`src/rtl/writeback_stage.sv`:
```
// ============================================================================
// Module  : writeback_stage
// Brief   : MEM/WB stage feeding the register file, with load wait/timeout,
//           decode bypass and load-use hazard detection. Optional retire
//           counter enabled by defining WB_RETIRE_COUNT_EN.
// Revision: 1.0 - initial release
// ============================================================================
`default_nettype none

`ifndef REG0
`define REG0 4'd0
`endif
`ifndef T
`define T 4'd14
`endif
`ifndef PC
`define PC 4'd15
`endif

module writeback_stage #(
    parameter int WIDTH       = 16,
    parameter int MEM_TIMEOUT = 15
) (
    input  logic             Clk,
    input  logic             Rst,
    input  logic             InValid,
    output logic             InReady,
    input  logic             InRegWre,
    input  logic [3:0]       InWriteReg,
    input  logic [1:0]       InWbSel,
    input  logic [WIDTH-1:0] InAluResult,
    input  logic [WIDTH-1:0] InPcNext,
    input  logic             Flush,
    input  logic             MemDone,
    input  logic [WIDTH-1:0] MemData,
    output logic             RegWre,
    output logic [3:0]       WriteReg,
    output logic [WIDTH-1:0] WriteData,
    input  logic [3:0]       FwdRs,
    input  logic [3:0]       FwdRt,
    output logic             FwdHit1,
    output logic             FwdHit2,
    output logic [WIDTH-1:0] FwdData1,
    output logic [WIDTH-1:0] FwdData2,
    output logic             LoadHazard,
    output logic             MemErr,
    output logic [15:0]      RetireCount
);

    typedef enum logic [1:0] {
        EMPTY     = 2'd0,
        LOAD_WAIT = 2'd1,
        FULL      = 2'd2
    } state_t;

    localparam logic [7:0] TIMEOUT_LIMIT = 8'(MEM_TIMEOUT);

    state_t           state;
    logic             held_regwre;
    logic [3:0]       held_reg;
    logic [WIDTH-1:0] held_data;
    logic [7:0]       wait_cnt;
    logic             mem_err;
    logic             accept;
    logic             fwd_ok;
    logic [WIDTH-1:0] fwd_value;

    assign InReady = (state != LOAD_WAIT);
    assign accept  = InValid & InReady & ~Flush;

    always_ff @(posedge Clk or negedge Rst) begin
        if (!Rst) begin
            state       <= EMPTY;
            held_regwre <= 1'b0;
            held_reg    <= 4'd0;
            held_data   <= '0;
            wait_cnt    <= 8'd0;
            mem_err     <= 1'b0;
        end else begin
            case (state)
                LOAD_WAIT: begin
                    // MemDone wins over a timeout landing on the same edge
                    if (MemDone) begin
                        state     <= FULL;
                        held_data <= MemData;
                    end else if (wait_cnt + 8'd1 == TIMEOUT_LIMIT) begin
                        state       <= EMPTY;
                        held_regwre <= 1'b0;
                        wait_cnt    <= 8'd0;
                        mem_err     <= 1'b1;
                    end else begin
                        wait_cnt <= wait_cnt + 8'd1;
                    end
                end
                default: begin
                    if (accept) begin
                        held_regwre <= InRegWre;
                        held_reg    <= InWriteReg;
                        if (InWbSel == 2'd1) begin
                            state    <= LOAD_WAIT;
                            wait_cnt <= 8'd0;
                        end else begin
                            state     <= FULL;
                            held_data <= (InWbSel == 2'd2) ? InPcNext : InAluResult;
                        end
                    end else begin
                        state <= EMPTY;
                    end
                end
            endcase
        end
    end

    assign RegWre    = (state == FULL) & held_regwre;
    assign WriteReg  = held_reg;
    assign WriteData = held_data;
    assign MemErr    = mem_err;

    // T reads back as a boolean in the register file, so bypass must match
    assign fwd_ok    = RegWre & (held_reg != `REG0) & (held_reg != `PC);
    assign fwd_value = (held_reg == `T) ? {{(WIDTH-1){1'b0}}, |held_data} : held_data;

    assign FwdHit1  = fwd_ok & (FwdRs == held_reg);
    assign FwdHit2  = fwd_ok & (FwdRt == held_reg);
    assign FwdData1 = FwdHit1 ? fwd_value : '0;
    assign FwdData2 = FwdHit2 ? fwd_value : '0;

    assign LoadHazard = (state == LOAD_WAIT) & held_regwre & (held_reg != `REG0) &
                        ((FwdRs == held_reg) | (FwdRt == held_reg));

`ifdef WB_RETIRE_COUNT_EN
    logic [15:0] retire_cnt;

    always_ff @(posedge Clk or negedge Rst) begin
        if (!Rst) begin
            retire_cnt <= 16'd0;
        end else if (state == FULL) begin
            retire_cnt <= retire_cnt + 16'd1;
        end
    end

    assign RetireCount = retire_cnt;
`else
    assign RetireCount = 16'd0;
`endif

endmodule

`default_nettype wire
```
`config.mk`:
```
export PLATFORM = sky130hd
export DESIGN_NAME = writeback_stage
export DESIGN_NICKNAME = d
export VERILOG_FILES = /design/src/rtl/writeback_stage.sv
export SDC_FILE = /design/constraint.sdc
export NUM_CORES = 1
export LEC_CHECK = 0
export CAP_MARGIN = 20
export CORE_UTILIZATION = 30
export DETAILED_ROUTE_END_ITERATION = 10
export MAX_ROUTING_LAYER = met4
export PLACE_DENSITY = 0.7
export SETUP_SLACK_MARGIN = 0.2
export SYNTH_ARGS = -nofsm -noshare
export SYNTH_HDL_FRONTEND = slang
export SYNTH_SLANG_ARGS = --single-unit
```
`constraint.sdc`:
```
create_clock -name Clk -period 1.9 [get_ports Clk]
set_input_delay 0.38 -clock Clk [delete_from_list [all_inputs] [get_ports Clk]]
set_output_delay 0.38 -clock Clk [all_outputs]
set_load 0.01 [all_outputs]
```
Word level (Yosys, flattened, before mapping)
Cells that the tools add are included.
W data, S select, Z words.
Storage, ports and cells
  flip-flop bits (word level): 32
  output and inout port bits: 74
  bits of input ports: 68
Operators by class
  multiplexer cells: 22
  bitwise gates (word level): 14
  equal/unequal tests: 15
  reductions and logical operators: 9
  add/sub/neg operators: 1
Operator list (count)
  $mux W16: 8
  $mux W8: 5
  $reduce_or A16 Y1: 1
  $reduce_and A3 Y1: 4
  $and A1 B1 Y1: 10
  $mux W2: 5
  $add A8 B1 Y8 const B: 1
  $eq A4 B4 Y1: 2
  $eq A8 B4 Y1 const B: 1
  $ne A2 B2 Y1 const B: 3
  $eq A2 B1 Y1 const B: 2
  $eq A2 B2 Y1 const B: 2
  $eq A4 B4 Y1 const B: 1
  $mux W1: 4
  $ne A2 B1 Y1 const B: 2
  $ne A4 B4 Y1 const B: 1
  $reduce_bool A2 Y1: 2
  $reduce_bool A4 Y1: 1
  $ne A3 B3 Y1 const B: 1
  $not A1 Y1: 3
  $reduce_and A2 Y1: 1
  $or A1 B1 Y1: 1

Logic depth before layout (Yosys ltp)
Gate-level depths: netlist (run 1).
  word-level depth: 6
  depth in mapped cells: 7
  gate-level depth less buffers: 7

Worst setup path before layout (run 1)
Ideal clock, no wire load.
  path type: flip-flop to output port
  from: register held_reg[0], in the netlist WriteReg[0]
  to: output FwdData1[10]
  data required time: 1520 ps
  arrival: 1591 ps
  setup slack: -71 ps
  cell stages (with the launch flop): 7
  path through: dfrtp_1 or4_1 nor3b_2 nand2_2 nor2_2 buf_6 and2_1
Between the ends
  longest elaborated chain between the ends: 5
  elaborated cells between the ends (all ways): 9
Ends and longest elaborated chain
  start, declared: line 60  | logic [3:0] held_reg;
  start signal, assigned: line 98  | held_reg <= InWriteReg;
  $reduce_bool A4 Y1 (no source line)
  $and A1 B1 Y1 (2 in series): line 120  | assign fwd_ok = RegWre & (held_reg != `REG0) & (held_reg != `PC);
  $and A1 B1 Y1: line 123  | assign FwdHit1 = fwd_ok & (FwdRs == held_reg);
  $mux W16 *: line 125  | assign FwdData1 = FwdHit1 ? fwd_value : '0;
  end, declared: line 43  | output logic [WIDTH-1:0] FwdData1,
Mark *: on every way between the ends. The rest lies on a longest branch, timed or not.

Worst setup path in the final report (run 1)
  from: register held_reg[2], in the netlist WriteReg[2]
  to: output FwdData1[8]
Same word-level chain as after synthesis.

==> results of run 1 <==
[metrics by stage]
stage	hold slack (ns)	worst slack, ns	power (mW)
6_report	0.4810	-0.4934	2.805
5_1_grt	0.5150	-0.5577	2.941
4_1_cts	0.4866	-0.4942	2.785
3_5_place_dp	0.2835	-0.6344	2.055
3_3_place_gp	0.2827	-0.5993	2.033
2_1_floorplan	0.08441	-0.04153	1.368
[synthesized netlist by cell type (2+ instances only)]
cell / number / share of area
nor4_1: 3 / 0.0081
nor3_1: 4 / 0.0086
inv_1: 4 / 0.0065
dfrtp_1: 32 / 0.35
o21ai_1: 6 / 0.013
a31oi_1: 3 / 0.0081
nand2b_1: 2 / 0.0054
nor2_2: 2 / 0.0054
a21oi_1: 4 / 0.0086
nand4_1: 7 / 0.019
mux2_1: 10 / 0.049
nand3_1: 6 / 0.013
xnor2_1: 8 / 0.030
ha_1: 2 / 0.011
nor2b_1: 4 / 0.011
nor2_1: 7 / 0.011
buf_4: 16 / 0.052
buf_6: 3 / 0.015
and2_1: 32 / 0.086
o21a_1: 2 / 0.0065
and3_1: 3 / 0.0081
o21ai_0: 23 / 0.050
buf_2: 3 / 0.0065
mux2_4: 9 / 0.058
mux2i_1: 18 / 0.078
nand2_1: 25 / 0.040
clkbuf_1: 6 / 0.0097
[worst max-delay path: stages (launching register included)]
cell and delay, ns:
dfrtp_2 0.40, or4_4 0.54, nor3b_4 0.18, nand2_2 0.11, nor2_4 0.07, clkbuf_16 0.17, and2_4 0.14, buf_6 0.11
[routing by layer]
metal / vias up / part of all wire / global-route usage
li1: 1184 / - / -
met1: 1159 / 0.42 / 0.2214
met2: 87 / 0.52 / 0.3404
met3: 14 / 0.041 / 0.03215
met4: 0 / 0.017 / 0.04839
met5: - / 0 / -
[state kept, by name, summed over array words and instances, names as in the netlist]
name and cells:
MemErr 1, WriteReg 4, state 2, WriteData 16, wait_cnt 8, held_regwre 1
[cell type report]
type	instances	area share
clock buffers	6	0.01607
multi-input cells	204	0.3513
clock inverters	2	0.007758
flip-flops and latches	32	0.1779
repair buffers	180	0.4137
inverters	5	0.005819
well taps	99	0.02743
[timing repair]
| action | CTS | global route |
|---|---|---|
| resized for setup | 196 | 61 |
| cloned | 3 | 1 |
| endpoints found under the setup margin | 61 | 75 |
| hold endpoints to repair | 11 | 0 |
| buffers inserted | 4 | 5 |
| hold buffers | 1 | 0 |
| pin swaps | 10 | 42 |
[placed cells by master, fill, tap and decap left out, types with 16 or more instances in the layout]
| cell | netlist | routed |
|---|---|---|
| clkdlybuf4s50_1 | 0 | 68 |
| buf_6 | 3 | 38 |
| buf_4 | 16 | 38 |
| and2_4 | 0 | 31 |
| dfrtp_1 | 32 | 30 |
| nand2_1 | 25 | 21 |
| mux2i_1 | 18 | 18 |
| o21ai_0 | 23 | 18 |
| mux2_4 | 9 | 16 |
| conb_1 | 1 | 16 |
[worst min-delay path by stage]
stage	from	to	slack, ns	cells after the start
floorplan	Rst	MemErr	0.08	0
global placement	Rst	wait_cnt[0]	0.28	1
detailed placement	Rst	wait_cnt[1]	0.28	1
CTS	MemErr	MemErr	0.49	1
global route	Rst	held_regwre	0.52	2
finish	MemErr	MemErr	0.48	1
[logic make-up (layout without fill, tap and decap cells)]
| logic type | after synthesis | after routing |
|---|---|---|
| and+or+nand+nor | 101 | 101 |
| AOI/OAI and AO/OA | 40 | 40 |
| muxes | 37 | 37 |
| buffers and inverters | 33 | 193 |
| DFF | 32 | 32 |
| xor gates and xnor gates | 8 | 8 |
| adders and majority gates | 2 | 2 |
| other | 1 | 16 |
[power by group through the flow]
stage                     Sequential (mW)  Combinational (mW)  Clock (mW)
after floorplan                      1.01               0.359           0
after global placement              0.895                1.14           0
after detailed placement            0.901                1.15           0
after CTS                           0.890                1.24       0.654
after global routing                0.910                1.35       0.677
final                               0.894                1.27       0.641
==> results by group, run 1 <==
STA
  • Final worst-path cycle share: 1.260
  • RSZ-0062 raised after global routing: true
  • Final hold violations: 0
  • Skew final: 0.01180 ns
  • Setup WS post-layout: -0.4934 ns
  • Final setup violation count: 39
  • Slew Viols, Final: 0
  • Min Tclk post-route: roughly 2.4 ns
  • F_max: roughly 0.42 GHz
  • TNS Setup: -16.08 ns

Routing
  • First drt pass iteration count: 4
  • DRC errors left: 0
  • First DRT Iteration DRCs: between 40 and 50
  • Post-Route WL: roughly 7.7 mm
  • Vias: approximately 2.4k
  • Vias/cell: roughly 4.6
  • Detail Route Antenna Nets: 0
  • Average wire per standard cell: between 10 and 15 µm

CTS
  • CTS Buf Count: 5
  • H-tree Lvls: 2
  • Worst-skew pair later-pin latency: between 0.2 and 0.3 ns
  • Total clock sinks: 32
  • Root buffer cell: clkbuf_8
  • Clock transition at the registers of the reported paths: roughly 0.080 ns
  • Clock buffer depth: 2
  • CTS tree: yes

Worst setup path
  • Critical Path End Type: primary output
  • Crit-path max FO: 7
  • Register-to-register setup slack: -0.04 ns
  • Worst setup path start: WriteReg[2]
  • Crit Path Class: flop to primary output
  • FF-to-FF path depth: 10
  • Arr. time, crit path: between 2 and 2.5 ns
  • RR Endpoint: WriteData[15]
  • CP Capture Point: FwdData1[8]
  • Type of origin of the critical path: flop
  • Worst r2r src: state[0]
  • Worst endpoint required time: around 1.5 ns

Power and ir drop
  • Power share of the sequential group: 0.319
  • Power Internal: 1.956 mW
  • Clk pwr share: 0.229
  • Leakage power: around 2.1 nW
  • Switching Share: 0.3026
  • Max VDD drop: 0.0002905 V
  • Comb power frac: 0.452
  • Psw: 848.9 µW
  • PD cells: 621.2 nW/µm²

Floorplanning
  • Die ar.: between 8000 and 9000 µm²
  • Initial Util: 0.3146
  • Row count: 31
  • Height of the die: about 90 µm
  • Io pins: between 100 and 150
  • DIE WIDTH: roughly 90 µm
  • CORE AREA: approximately 7400 µm²

Hold path
  • Worst hold path class: flop to flop

Job
  • Max Cap Violations: 0

Synthesis
  • Flops & latches, synth: 32
  • Complex-gate fraction of the synthesized area: 0.09282
  • Avg Inst Size Synth: around 9.1 µm²
  • Sequential share of the synthesized area: 0.3454
  • Asr flop ratio synth: 1.000
  • Synth Area in XOR/XNOR: 0.03022
  • Ys flop type: dfrtp_1
  • Synth cell types: 37
  • Simple-gate share of the synthesized area: 0.2439
  • Post-synth EDFFs: 0
  • Mux share of post-synthesis cell area: 0.1846
  • Synth Area in Adders: 0.01079
  • Post-Synthesis Cell Area: ~2300 µm²
  • Post-Syn Instances: approximately 250
  • Largest family of logic cells by synthesized area: simple AND/OR/NAND/NOR gates
  • Synthesis Warnings: 0

Placed design
  • Placement Cell Area: 3971 µm²
  • Cells after DPL: between 500 and 600
  • Final HPWL from detailed placement: 5.612 mm
  • Buffers on Ports: 125
  • Gpl congestion: approximately 0.77

Cells and area
  • Area growth syn-to-layout: 94.77%
  • # diodes: 0
  • Final nets: between 400 and 500
  • FF+latch area: 803.3 µm²
  • Cell area after layout: 4516 µm²
  • Post-Layout Cell Count: approximately 530
  • Filler cells: 611
  • Multi-input gate area: about 1600 µm²
  • Layout cells sized above 1: 0.4056
  • Utilization of the core after routing: 0.6127

Global routing
  • GR Overflow Total: 0
  • Global-route wire length before repair: between 10 and 15 mm
  • Number of global-route vias before repair: around 2.4k
  • GRT Total Usage: 0.1904
  • Largest net degree at the start of global routing: 33
  • Initial antenna violation count: 0

Run status
  • Outcome: finished, violations left
  • Failing checks: negative setup slack
(Power assumes the default switching activity.)
==> run 2, diff against run 1 <==
Settings changed: CAP_MARGIN 20 to unset, PLACE_DENSITY 0.7 to 0.67.
Clock period 1.9 ns to 2.28 ns, I/O delays scaled along.
==> run 2 against run 1 <==
The flow still finishes with violations (negative setup slack). Sequential power decreased by 13%. Total power is 23% lower. Worst hold slack worse by 0.26 ns. Sequential share of layout area increased by 3.0 points. Utilization decreased by 9.0 points.
==> results by group, run 2 (synthesis gave the netlist of run 1 again) <==
Cells and area
  • Most common cell after layout, fill and taps aside: clkdlybuf4s50_1
  • Filler cells: 691 (+13%)
  • Layout cells sized above 1: 0.2500 (-0.1556)
  • Area growth syn-to-layout: 66.11%
  • Utilization of the core after routing: 0.5226 (-0.09015)
  • Most frequent cells in the layout: clkdlybuf4s50_1, dfrtp_1, buf_2
  • Final nets: 465 (-6.6%)
  • Max FFs per register: 16 (unchanged)
  • # diodes: 0 (unchanged)
  • FF+latch area: 800.8 µm² (-0.31%)
  • Multi-input gate area: 1436 µm² (-9.5%)
  • Post-Layout Cell Count: 495 (-6.3%)

STA
  • Slew Viols, Final: 0 (unchanged)
  • Least-Margin Pin Slew: between 0.7 and 0.8 ns
  • Final hold violations: 0 (unchanged)
  • Final worst-path cycle share: 1.052
  • Hold WS: 0.2250 ns (-0.2560 ns)
  • F_max: 0.4171 GHz
  • RSZ-0062 raised after global routing: true
  • Skew final: 0.007892 ns (-0.003906 ns)
  • Setup WS post-layout: -0.1175 ns (+0.3760 ns)
  • Slew Limit Headroom: 0.5057
  • Min Tclk post-route: 2.397 ns
  • Final setup violation count: 32 (-18%)

Placed design
  • Dpl ws: -0.3947 ns (+0.2397 ns)
  • Gpl congestion: 0.7971 (+4.0%)
  • Cells after DPL: 486 (-4.0%)
  • Final HPWL from detailed placement: 5.221 mm (-7.0%)
  • Buffers on Ports: 125 (unchanged)

Routing
  • Average wire per standard cell: 13.27 µm (-9.4%)
  • Detail Route Antenna Nets: 0 (unchanged)
  • DRC errors left: 0 (unchanged)
  • Vias: 2270 (-7.1%)
  • First DRT Iteration DRCs: 100 (+120%)
  • Vias/cell: 4.586 (-0.93%)
  • First drt pass iteration count: 5 (+1)
  • Post-Route WL: 6.569 mm (-15%)

CTS
  • Worst-skew pair later-pin latency: 0.29 ns (about the same)
  • Root buffer cell: clkbuf_8
  • CTS Buf Count: 5 (unchanged)
  • CTS tree: yes
  • H-tree Lvls: 2 (unchanged)
  • Clock transition at the registers of the reported paths: 0.07 ns (about the same)
  • Total clock sinks: 32 (unchanged)
  • Clock buffer depth: 2 (unchanged)

Worst setup path
  • RR Endpoint: WriteData[14]
  • FF-to-FF path depth: 7 (-3)
  • Arr. time, crit path: 1.94 ns (-0.07 ns)
  • Worst endpoint required time: 1.82 ns (+0.30 ns)
  • Register-to-register setup slack: 0.49 ns (+0.53 ns)
  • Crit-path max FO: 15 (+8)
  • Critical Path End Type: primary output
  • Crit Path Class: flop to primary output
  • Worst r2r src: state[0]
  • Type of origin of the critical path: flop

Power and ir drop
  • Power Internal: 1.512 mW (-23%)
  • PD cells: 558.1 nW/µm² (-10%)
  • Psw: 637.8 µW (-25%)
  • Leakage power: 1.741 nW (-17%)
  • Max VDD drop: 0.0002605 V (-10%)
  • Clk pwr share: 0.249 (+0.020)
  • Switching Share: 0.2968 (-0.005875)
  • Comb power frac: 0.390 (-0.062)
  • Power share of the sequential group: 0.362 (+0.043)

Global routing
  • Global-route wire length before repair: 10.80 mm (-9.8%)
  • Number of global-route vias before repair: 2208 (-6.5%)
  • Initial antenna violation count: 0 (unchanged)
  • GR Overflow Total: 0 (unchanged)
  • GRT Total Usage: 0.1707 (-0.01969)
  • Largest net degree at the start of global routing: 33 (unchanged)

Run status
  • Failing checks: negative setup slack
  • Outcome: finished, violations left

Job
  • Max Cap Violations: 0 (unchanged)

Floorplanning
  • Height of the die: 89.91 µm (unchanged)
  • Die ar.: 8084 µm² (unchanged)
  • DIE WIDTH: 89.91 µm (unchanged)
  • CORE AREA: 7370 µm² (unchanged)
  • Io pins: 142 (unchanged)
  • Row count: 31 (unchanged)
  • Initial Util: 0.3146 (unchanged)

Hold path
  • Worst hold path class: input port to async pin
run 2: metrics by stage:
| stage | TNS, ns | area (µm²) | total power [mW] |
|---|---|---|---|
| floorplan | 0 | 2375 | 1.128 |
| global placement | -11.12 | 3766 | 1.600 |
| detailed placement | -12.34 | 3766 | 1.616 |
| CTS | -3.960 | 3735 | 2.165 |
| global route | -5.246 | 3851 | 2.282 |
| finish | -3.035 | 3851 | 2.149 |
run 2: how the worst max path moves through the flow:
stage,start,endpoint,slack [ns],depth (start not counted)
final,WriteReg[3],FwdData2[13],-0.12,7
after global routing,WriteReg[3],FwdData1[13],-0.18,7
after CTS,WriteReg[2],FwdData1[5],-0.14,7
after detailed placement,FwdRt[2],FwdData2[1],-0.39,7
after global placement,FwdRt[2],FwdData2[14],-0.35,7
after floorplan,WriteReg[0],FwdData1[10],0.23,6
run 2: area by class of cell:
type                            count  share of cell area
Clock inverter                      2            0.009097
Inverter                            5            0.004873
Tap cell                           99             0.03216
Multi-Input combinational cell    204              0.3730
Timing Repair Buffer              147              0.3541
Clock buffer                        6             0.01884
Sequential cell                    32              0.2079
run 2: metal layers:
metal	routed length, µm	vias up	global-route usage
met5	0	-	-
met4	117	0	0.06048
met3	348	11	0.03384
met2	3187	95	0.2737
met1	2915	1041	0.2146
li1	-	1123	-
run 2: what timing repair did:
item	4_1_cts	5_1_grt
hold buffers	0	0
setup buffers	1	0
gates resized for setup	148	27
setup endpoints to repair	36	35
pin swaps	4	8
run 2: power by group through the flow:
stage | registers (mW) | clock network [mW] | logic (mW)
4_1_cts | 0.776 | 0.553 | 0.835
3_3_place_gp | 0.779 | 0 | 0.821
5_1_grt | 0.798 | 0.581 | 0.903
3_5_place_dp | 0.785 | 0 | 0.832
2_1_floorplan | 0.832 | 0 | 0.297
6_report | 0.778 | 0.534 | 0.838
run 2: worst max-delay path, cell delays in order (launching register included):
cell and delay [ns]:
dfrtp_1 0.38, or4_4 0.54, nor3b_4 0.17, nand2_2 0.08
nor2_2 0.05, buf_12 0.14, and2_1 0.15, buf_2 0.14
